### src/rtl/ara_eoc_pkg.sv
// ara_eoc_pkg: shared state encoding, exit codes and exit-word helper for the EOC controller.
package ara_eoc_pkg;
  typedef enum logic [1:0] {HOLD, RUN, SERVICE, DONE} eoc_state_e;
  localparam logic [62:0] EocTimeout = 63'd1;
  localparam logic [62:0] EocOverrun = 63'd2;
  function automatic logic [63:0] eoc_exit_word(input logic [62:0] code);
    return {code, 1'b1};
  endfunction
endpackage

### src/rtl/ara_eoc_watchdog.sv
// ara_eoc_watchdog: saturating cycle counter with enable, clear and limit-match flag.
module ara_eoc_watchdog #(
  parameter int W = 64
) (
  input  logic         clk_i,
  input  logic         rst_i,
  input  logic         en_i,
  input  logic         clr_i,
  input  logic [W-1:0] limit_i,
  output logic [W-1:0] count_o,
  output logic         match_o
);
  logic [W-1:0] r_count;
  always_ff @(posedge clk_i or posedge rst_i) begin
    if (rst_i) r_count <= '0;
    else if (clr_i) r_count <= '0;
    else if (en_i && !(&r_count)) r_count <= r_count + 1'b1;
  end
  assign count_o = r_count;
  assign match_o = r_count == limit_i;
endmodule

### src/rtl/ara_eoc_controller.sv
// ara_eoc_controller: core reset sequencing, tohost mailbox snooping, host request channel
// and exit-word generation with watchdog and mailbox-overrun detection.
module ara_eoc_controller
  import ara_eoc_pkg::*;
#(
  parameter int                   AddrWidth       = 64,
  parameter logic [AddrWidth-1:0] ToHostAddr      = AddrWidth'(64'h8000_1000),
  parameter int unsigned          ResetHoldCycles = 16,
  parameter int unsigned          TimeoutCycles   = 0,
  parameter int                   CntWidth        = 64
) (
  input  logic                 clk_i,
  input  logic                 rst_i,
  input  logic                 snoop_valid_i,
  input  logic [AddrWidth-1:0] snoop_addr_i,
  input  logic [63:0]          snoop_data_i,
  input  logic [7:0]           snoop_be_i,
  output logic                 host_req_valid_o,
  output logic [63:0]          host_req_data_o,
  input  logic                 host_req_ready_i,
  output logic                 core_rst_no,
  output logic [63:0]          exit_o,
  output logic                 done_o,
  output logic [CntWidth-1:0]  cycles_o
);
  localparam int HW = $clog2(ResetHoldCycles) + 1;
  eoc_state_e    r_state;
  logic [63:0]   r_exit, r_req_data;
  logic          r_req_valid, r_core_rst_n;
  logic          w_hit, w_hold_match, w_wd_match, w_wd_fire, w_counting;
  logic [HW-1:0] w_unused_hold_cnt;
  assign w_hit      = snoop_valid_i && snoop_addr_i == ToHostAddr && snoop_be_i == 8'hFF;
  assign w_counting = r_state == RUN || r_state == SERVICE;
  assign w_wd_fire  = TimeoutCycles != 0 && w_wd_match;
  ara_eoc_watchdog #(.W(HW)) u_hold (
    .clk_i   (clk_i),
    .rst_i   (rst_i),
    .en_i    (r_state == HOLD),
    .clr_i   (r_state != HOLD),
    .limit_i (HW'(ResetHoldCycles - 1)),
    .count_o (w_unused_hold_cnt),
    .match_o (w_hold_match)
  );
  ara_eoc_watchdog #(.W(CntWidth)) u_cycles (
    .clk_i   (clk_i),
    .rst_i   (rst_i),
    .en_i    (w_counting),
    .clr_i   (r_state == HOLD),
    .limit_i (CntWidth'(TimeoutCycles - 1)),
    .count_o (cycles_o),
    .match_o (w_wd_match)
  );
  // A mailbox hit always takes priority over the watchdog firing in the same cycle.
  always_ff @(posedge clk_i or posedge rst_i) begin
    if (rst_i) begin
      r_state      <= HOLD;
      r_exit       <= '0;
      r_req_data   <= '0;
      r_req_valid  <= 1'b0;
      r_core_rst_n <= 1'b0;
    end else begin
      case (r_state)
        HOLD: if (w_hold_match) begin
          r_state      <= RUN;
          r_core_rst_n <= 1'b1;
        end
        RUN: if (w_hit && snoop_data_i[0]) begin
          r_exit  <= snoop_data_i;
          r_state <= DONE;
        end else if (w_hit) begin
          r_req_valid <= 1'b1;
          r_req_data  <= snoop_data_i;
          r_state     <= SERVICE;
        end else if (w_wd_fire) begin
          r_exit  <= eoc_exit_word(EocTimeout);
          r_state <= DONE;
        end
        SERVICE: if (w_hit) begin
          r_exit      <= eoc_exit_word(EocOverrun);
          r_req_valid <= 1'b0;
          r_state     <= DONE;
        end else if (w_wd_fire) begin
          r_exit      <= eoc_exit_word(EocTimeout);
          r_req_valid <= 1'b0;
          r_state     <= DONE;
        end else if (host_req_ready_i) begin
          r_req_valid <= 1'b0;
          r_state     <= RUN;
        end
        default: ;
      endcase
    end
  end
  assign host_req_valid_o = r_req_valid;
  assign host_req_data_o  = r_req_data;
  assign core_rst_no      = r_core_rst_n;
  assign exit_o           = r_exit;
  assign done_o           = r_exit[0];
endmodule
### config.mk
export PLATFORM = sky130hd
export DESIGN_NAME = ara_eoc_controller
export DESIGN_NICKNAME = d
export VERILOG_FILES = /design/src/rtl/ara_eoc_pkg.sv /design/src/rtl/ara_eoc_watchdog.sv /design/src/rtl/ara_eoc_controller.sv
export SDC_FILE = /design/constraint.sdc
export NUM_CORES = 1
export LEC_CHECK = 0
export CAP_MARGIN = 20
export CORE_MARGIN = 1.5
export CORE_UTILIZATION = 30
export CTS_CLUSTER_SIZE = 20
export DETAILED_ROUTE_END_ITERATION = 8
export HOLD_SLACK_MARGIN = 0.05
export SLEW_MARGIN = 20
export SYNTH_ARGS = -nofsm -noshare
export SYNTH_HDL_FRONTEND = slang
export SYNTH_HIERARCHICAL = 1
export SYNTH_SLANG_ARGS = --single-unit
### constraint.sdc
create_clock -name clk_i -period 16 [get_ports clk_i]
set_input_delay 4.8 -clock clk_i [delete_from_list [all_inputs] [get_ports clk_i]]
set_output_delay 4.8 -clock clk_i [all_outputs]
set_load 0.02 [all_outputs]
==> results.txt, run 1 <==
post-DP HPWL: 20.8 mm
I/O Pins: 335
Startpoint Class: primary input
core region area: 0.0316 mm²
CTS resizes: 0
WP data required: 16.48 ns
final net count: 1330
via count: 7979
synthesized area: 0.00964 mm²
Die W: 182 µm
Final GP Congestion: 0.820
f_max: 141 MHz
CTS tree: built
unrepaired setup endpoints after global routing: no
largest net degree at the start of global routing: 72
Critical Path Sink Type: flop
setup TNS: 0 ns
Routed Antenna Nets: 0
total of max-cap violations: 0
layout cells sized above 1: 0.0799
# setup viols final: 0
Hold Fails Final Rpt: 0
die area: 0.0332 mm²
YS warnings: 6
Via-to-Cell Ratio: 4.98
cts hold-fix bufs: 0
Area Overhead vs Synth: 47.1%
initial antenna violation count: 0
Critical Path AT: 7.58 ns
height of the die: 182 µm
Leak Pwr: 6.59 nW
Syn Inst Count: 860
CTS sink cnt: 201
Pwr per Cell Area: 83.5 mW/mm²
drt first pass iters: 4
FF/Latch Area: 0.00503 mm²
status: completed
row count: 65
Skew-Pair Late Insertion Delay: 0.54 ns
DR iter-0 viols: 373
detailed-route DRC error count: 0
Slew headroom: 0.364
CP Class: in2reg
DR WL/cell: 18.4 µm
final hold slack: 0.463 ns
maximum vdd ir drop: 0.0710 mV
CTS Buf Count: 25
syn_area_per_cell: 11.2 µm²
Antenna diodes: 0
Congestion Overflow GR: 0
worst hold path type: reg2reg
Slew Limit Fails: 0
commonest non-fill, non-tap cell in the layout: clkdlybuf4s50_1
first-pass GRT wire length: 46.9 mm
final period utilization: 0.444
Worst Tran Pin Value: 0.953 ns
Setup Buffers After CTS: 0
Post-Route WL: 29.4 mm
maximum root-to-sink buffer count: 3
CTS root buffer: clkbuf_16
H-tree levels: 1
Fill cells: 3002
most frequent cells in the layout: clkdlybuf4s50_1, dfrtp_1, nand2_1
port bufs: 334
Tmin final: 7.11 ns
gr usage total: 0.176
multi-input combinational cell area: 0.00430 mm²
Clock transition at path regs: 0.06 ns
worst-path maximum fanout: 62
Starting Density: 0.305
Worst Skew: 0.0199 ns
vias in the first global route: 8221
-- per-layer routing --
layer | vias up | GRT usage | share of wire
met5 | - | 0 | 0
met4 | 0 | 0.0493 | 0.026
met3 | 50 | 0.0655 | 0.089
met2 | 255 | 0.279 | 0.45
met1 | 3906 | 0.225 | 0.43
li1 | 3768 | - | -
-- sequential cells by signal (all words and copies together), names as in the netlist --
name / flops
exit_o: 64
host_req_valid_o: 1
core_rst_no: 1
u_hold/count_o: 5
host_req_data_o: 64
u_cycles/count_o: 64
r_state: 2
-- where the power goes --
| group | internal [mW] | switching, mW |
|---|---|---|
| clock | 0.393 | 0.231 |
| combinational | 0.0315 | 0.0194 |
| sequential | 0.508 | 0 |
-- worst max-delay path, stage by stage --
cell,delay [ns]
clkdlybuf4s50_1,0.40
nor4_1,0.35
nand4_1,0.21
nor4_4,0.51
nand2_2,0.18
nor3_4,0.20
buf_4,0.59
a21bo_2,0.25
-- layout make-up --
cell class | count | area share
Sequential cell | 201 | 0.355
Multi-Input combinational cell | 602 | 0.303
Timing Repair Buffer | 341 | 0.239
Clock buffer | 30 | 0.0468
Tap cell | 402 | 0.0355
Clock inverter | 14 | 0.0171
Inverter | 13 | 0.00362
-- worst paths after layout --
check,from,endpoint,slack (ns),cells after the start
min in group asynchronous,rst_i,u_hold/count_o[1],4.60,2
min,core_rst_no,core_rst_no,0.46,1
max reg2reg,u_cycles/count_o[27],u_cycles/count_o[1],13.19,6
max,snoop_addr_i[1],exit_o[56],8.89,8
max in group asynchronous,rst_i,host_req_data_o[21],9.71,3
min reg2reg,core_rst_no,core_rst_no,0.46,1
-- stage by stage --
stage	instances	utilization	power (mW)	instance area, µm²	worst slack, ns
final	1603	0.448	1.18	14200	8.89
after global routing	1603	0.448	1.23	14200	8.68
after CTS	1603	0.448	1.20	14200	8.90
after detailed placement	1559	0.420	0.570	13300	8.34
after global placement	1559	0.420	0.569	13300	8.26
after floorplan	863	-	0.528	9660	7.67
Power figures use the tool's default switching activity.
==> inputs of run 2 (changes only) <==
==> constraint.sdc (replaced) <==
create_clock -name clk_i -period 5.9 [get_ports clk_i]
set_input_delay 1.77 -clock clk_i [delete_from_list [all_inputs] [get_ports clk_i]]
set_output_delay 1.77 -clock clk_i [all_outputs]
set_load 0.02 [all_outputs]
==> results.txt, run 2 (synthesis gave the netlist of run 1 again) <==
Clock transition at path regs: 0.06 ns (about the same)
H-tree levels: 1 (unchanged)
Die W: 182 µm (unchanged)
layout cells sized above 1: 0.0749 (-0.00500)
Area Overhead vs Synth: 46.2%
Startpoint Class: primary input
Critical Path AT: 4.44 ns (-3.14 ns)
Logic pwr share: 0.046 (+0.003)
maximum root-to-sink buffer count: 3 (unchanged)
setup TNS: 0 ns (unchanged)
Pwr per Cell Area: 212 mW/mm² (+150%)
largest net degree at the start of global routing: 88 (+22%)
gr usage total: 0.173 (-0.00302)
Hold Fails Final Rpt: 0 (unchanged)
Setup Buffers After CTS: 0 (unchanged)
Via-to-Cell Ratio: 5.00 (+0.49%)
status: completed
maximum vdd ir drop: 0.181 mV (+150%)
Slew headroom: 0.380 (+0.0154)
Congestion Overflow GR: 0 (unchanged)
drt first pass iters: 5 (+1)
sw frac: 0.217 (+0.00498)
most frequent cells in the layout: clkdlybuf4s50_1, dfrtp_1, nand2_1
Seq pwr share: 0.461 (+0.032)
via count: 8018 (+0.49%)
CTS sink cnt: 201 (unchanged)
total power: 2.99 mW (+150%)
Sw Pwr: 0.648 mW (+160%)
clock share of power: 0.492 (-0.036)
CTS tree: built
Routed Antenna Nets: 0 (unchanged)
total of max-cap violations: 0 (unchanged)
commonest non-fill, non-tap cell in the layout: clkdlybuf4s50_1
reg2reg path depth: 6 (unchanged)
post-DP HPWL: 20.6 mm (-1.1%)
Final Util: 0.446 (-0.00253)
Antenna diodes: 0 (unchanged)
detailed-route DRC error count: 0 (unchanged)
die area: 0.0332 mm² (unchanged)
f_max: 248 MHz
Tmin final: 4.03 ns
Post-Route WL: 28.7 mm (-2.4%)
cts hold-fix bufs: 0 (unchanged)
Starting Density: 0.305 (unchanged)
final period utilization: 0.684
first-pass GRT wire length: 46.2 mm (-1.5%)
final net count: 1331 (+0.075%)
CTS Buf Count: 25 (unchanged)
Critical Path Sink Type: flop
CP Class: in2reg
Worst Tran Pin Value: 0.930 ns (-0.0231 ns)
# setup viols final: 0 (unchanged)
Setup WS post-layout: 1.87 ns (-7.03 ns)
height of the die: 182 µm (unchanged)
internal power: 2.34 mW (+150%)
Skew-Pair Late Insertion Delay: 0.53 ns (about the same)
CTS resizes: 0 (unchanged)
Slew Limit Fails: 0 (unchanged)
row count: 65 (unchanged)
port bufs: 334 (unchanged)
CTS root buffer: clkbuf_16
Final GP Congestion: 0.835 (+1.9%)
DR WL/cell: 17.9 µm (-2.4%)
unrepaired setup endpoints after global routing: no
core region area: 0.0316 mm² (unchanged)
worst-path maximum fanout: 64 (+3.2%)
DR iter-0 viols: 442 (+18%)
WP data required: 6.30 ns (-10.18 ns)
Hold Path Depth: 1 (unchanged)
vias in the first global route: 8156 (-0.79%)
I/O Pins: 335 (unchanged)
Leak Pwr: 6.55 nW (-0.64%)
Worst Skew: 0.00812 ns (-0.0118 ns)
initial antenna violation count: 0 (unchanged)
DP Worst Slack: 1.33 ns (-7.00 ns)
worst hold path type: reg2reg
-- run 2: changes by cell type in the layout (fill, tap and decap cells not counted), sizes merged --
cell / before / now
clkinv: 4 / 2
clkinvlp: 3 / 1
clkbuf: 30 / 38
bufinv: 6 / 1
buf: 7 / 8
-- run 2: worst max-delay path, cell delays in order --
cell and delay, ns:
clkdlybuf4s50_1 0.40, nor4_1 0.39, nand4_1 0.21, nor4_4 0.50, nand4b_1 0.20, buf_4 0.41
mux2_1 0.45
-- run 2: stage by stage --
stage	hold WS, ns	std cells	cell area [µm²]
2_1_floorplan	0.486	863	9660
3_3_place_gp	0.443	1560	13300
3_5_place_dp	0.460	1560	13300
4_1_cts	0.473	1603	14100
5_1_grt	0.508	1603	14100
6_report	0.464	1603	14100
-- run 2: power by group through the flow --
stage | clock [mW] | sequential, mW | combinational, mW
final | 1.47 | 1.38 | 0.139
after global placement | 0 | 1.40 | 0.142
after global routing | 1.58 | 1.38 | 0.152
after CTS | 1.52 | 1.38 | 0.143
after detailed placement | 0 | 1.40 | 0.143
after floorplan | 0 | 1.40 | 0.0271
-- run 2: final timing paths --
check | start | endpoint | slack, ns
max in group asynchronous | rst_i | u_cycles/count_o[33] | 3.18
worst max-delay path | snoop_addr_i[2] | host_req_data_o[54] | 1.87
min in group asynchronous | rst_i | u_hold/count_o[2] | 1.57
worst min-delay path | core_rst_no | core_rst_no | 0.46
worst min register to register | core_rst_no | core_rst_no | 0.46
worst max register to register | u_cycles/count_o[27] | u_cycles/count_o[1] | 3.07
-- run 2: cell type report --
type / count / area, µm²
Clock buffer: 38 / 714
Clock inverter: 5 / 67.6
Fill cell: 2982 / 17500
Inverter: 13 / 51.3
Multi-Input combinational cell: 602 / 4300
Sequential cell: 201 / 5030
Tap cell: 402 / 503
Timing Repair Buffer: 342 / 3440
-- run 2: routing by layer --
metal,track usage,part of all wire,vias to the layer above
met4,0.0450,0.022,0
li1,-,-,3771
met1,0.223,0.44,3946
met5,0,0,-
met3,0.0635,0.086,39
met2,0.275,0.46,262
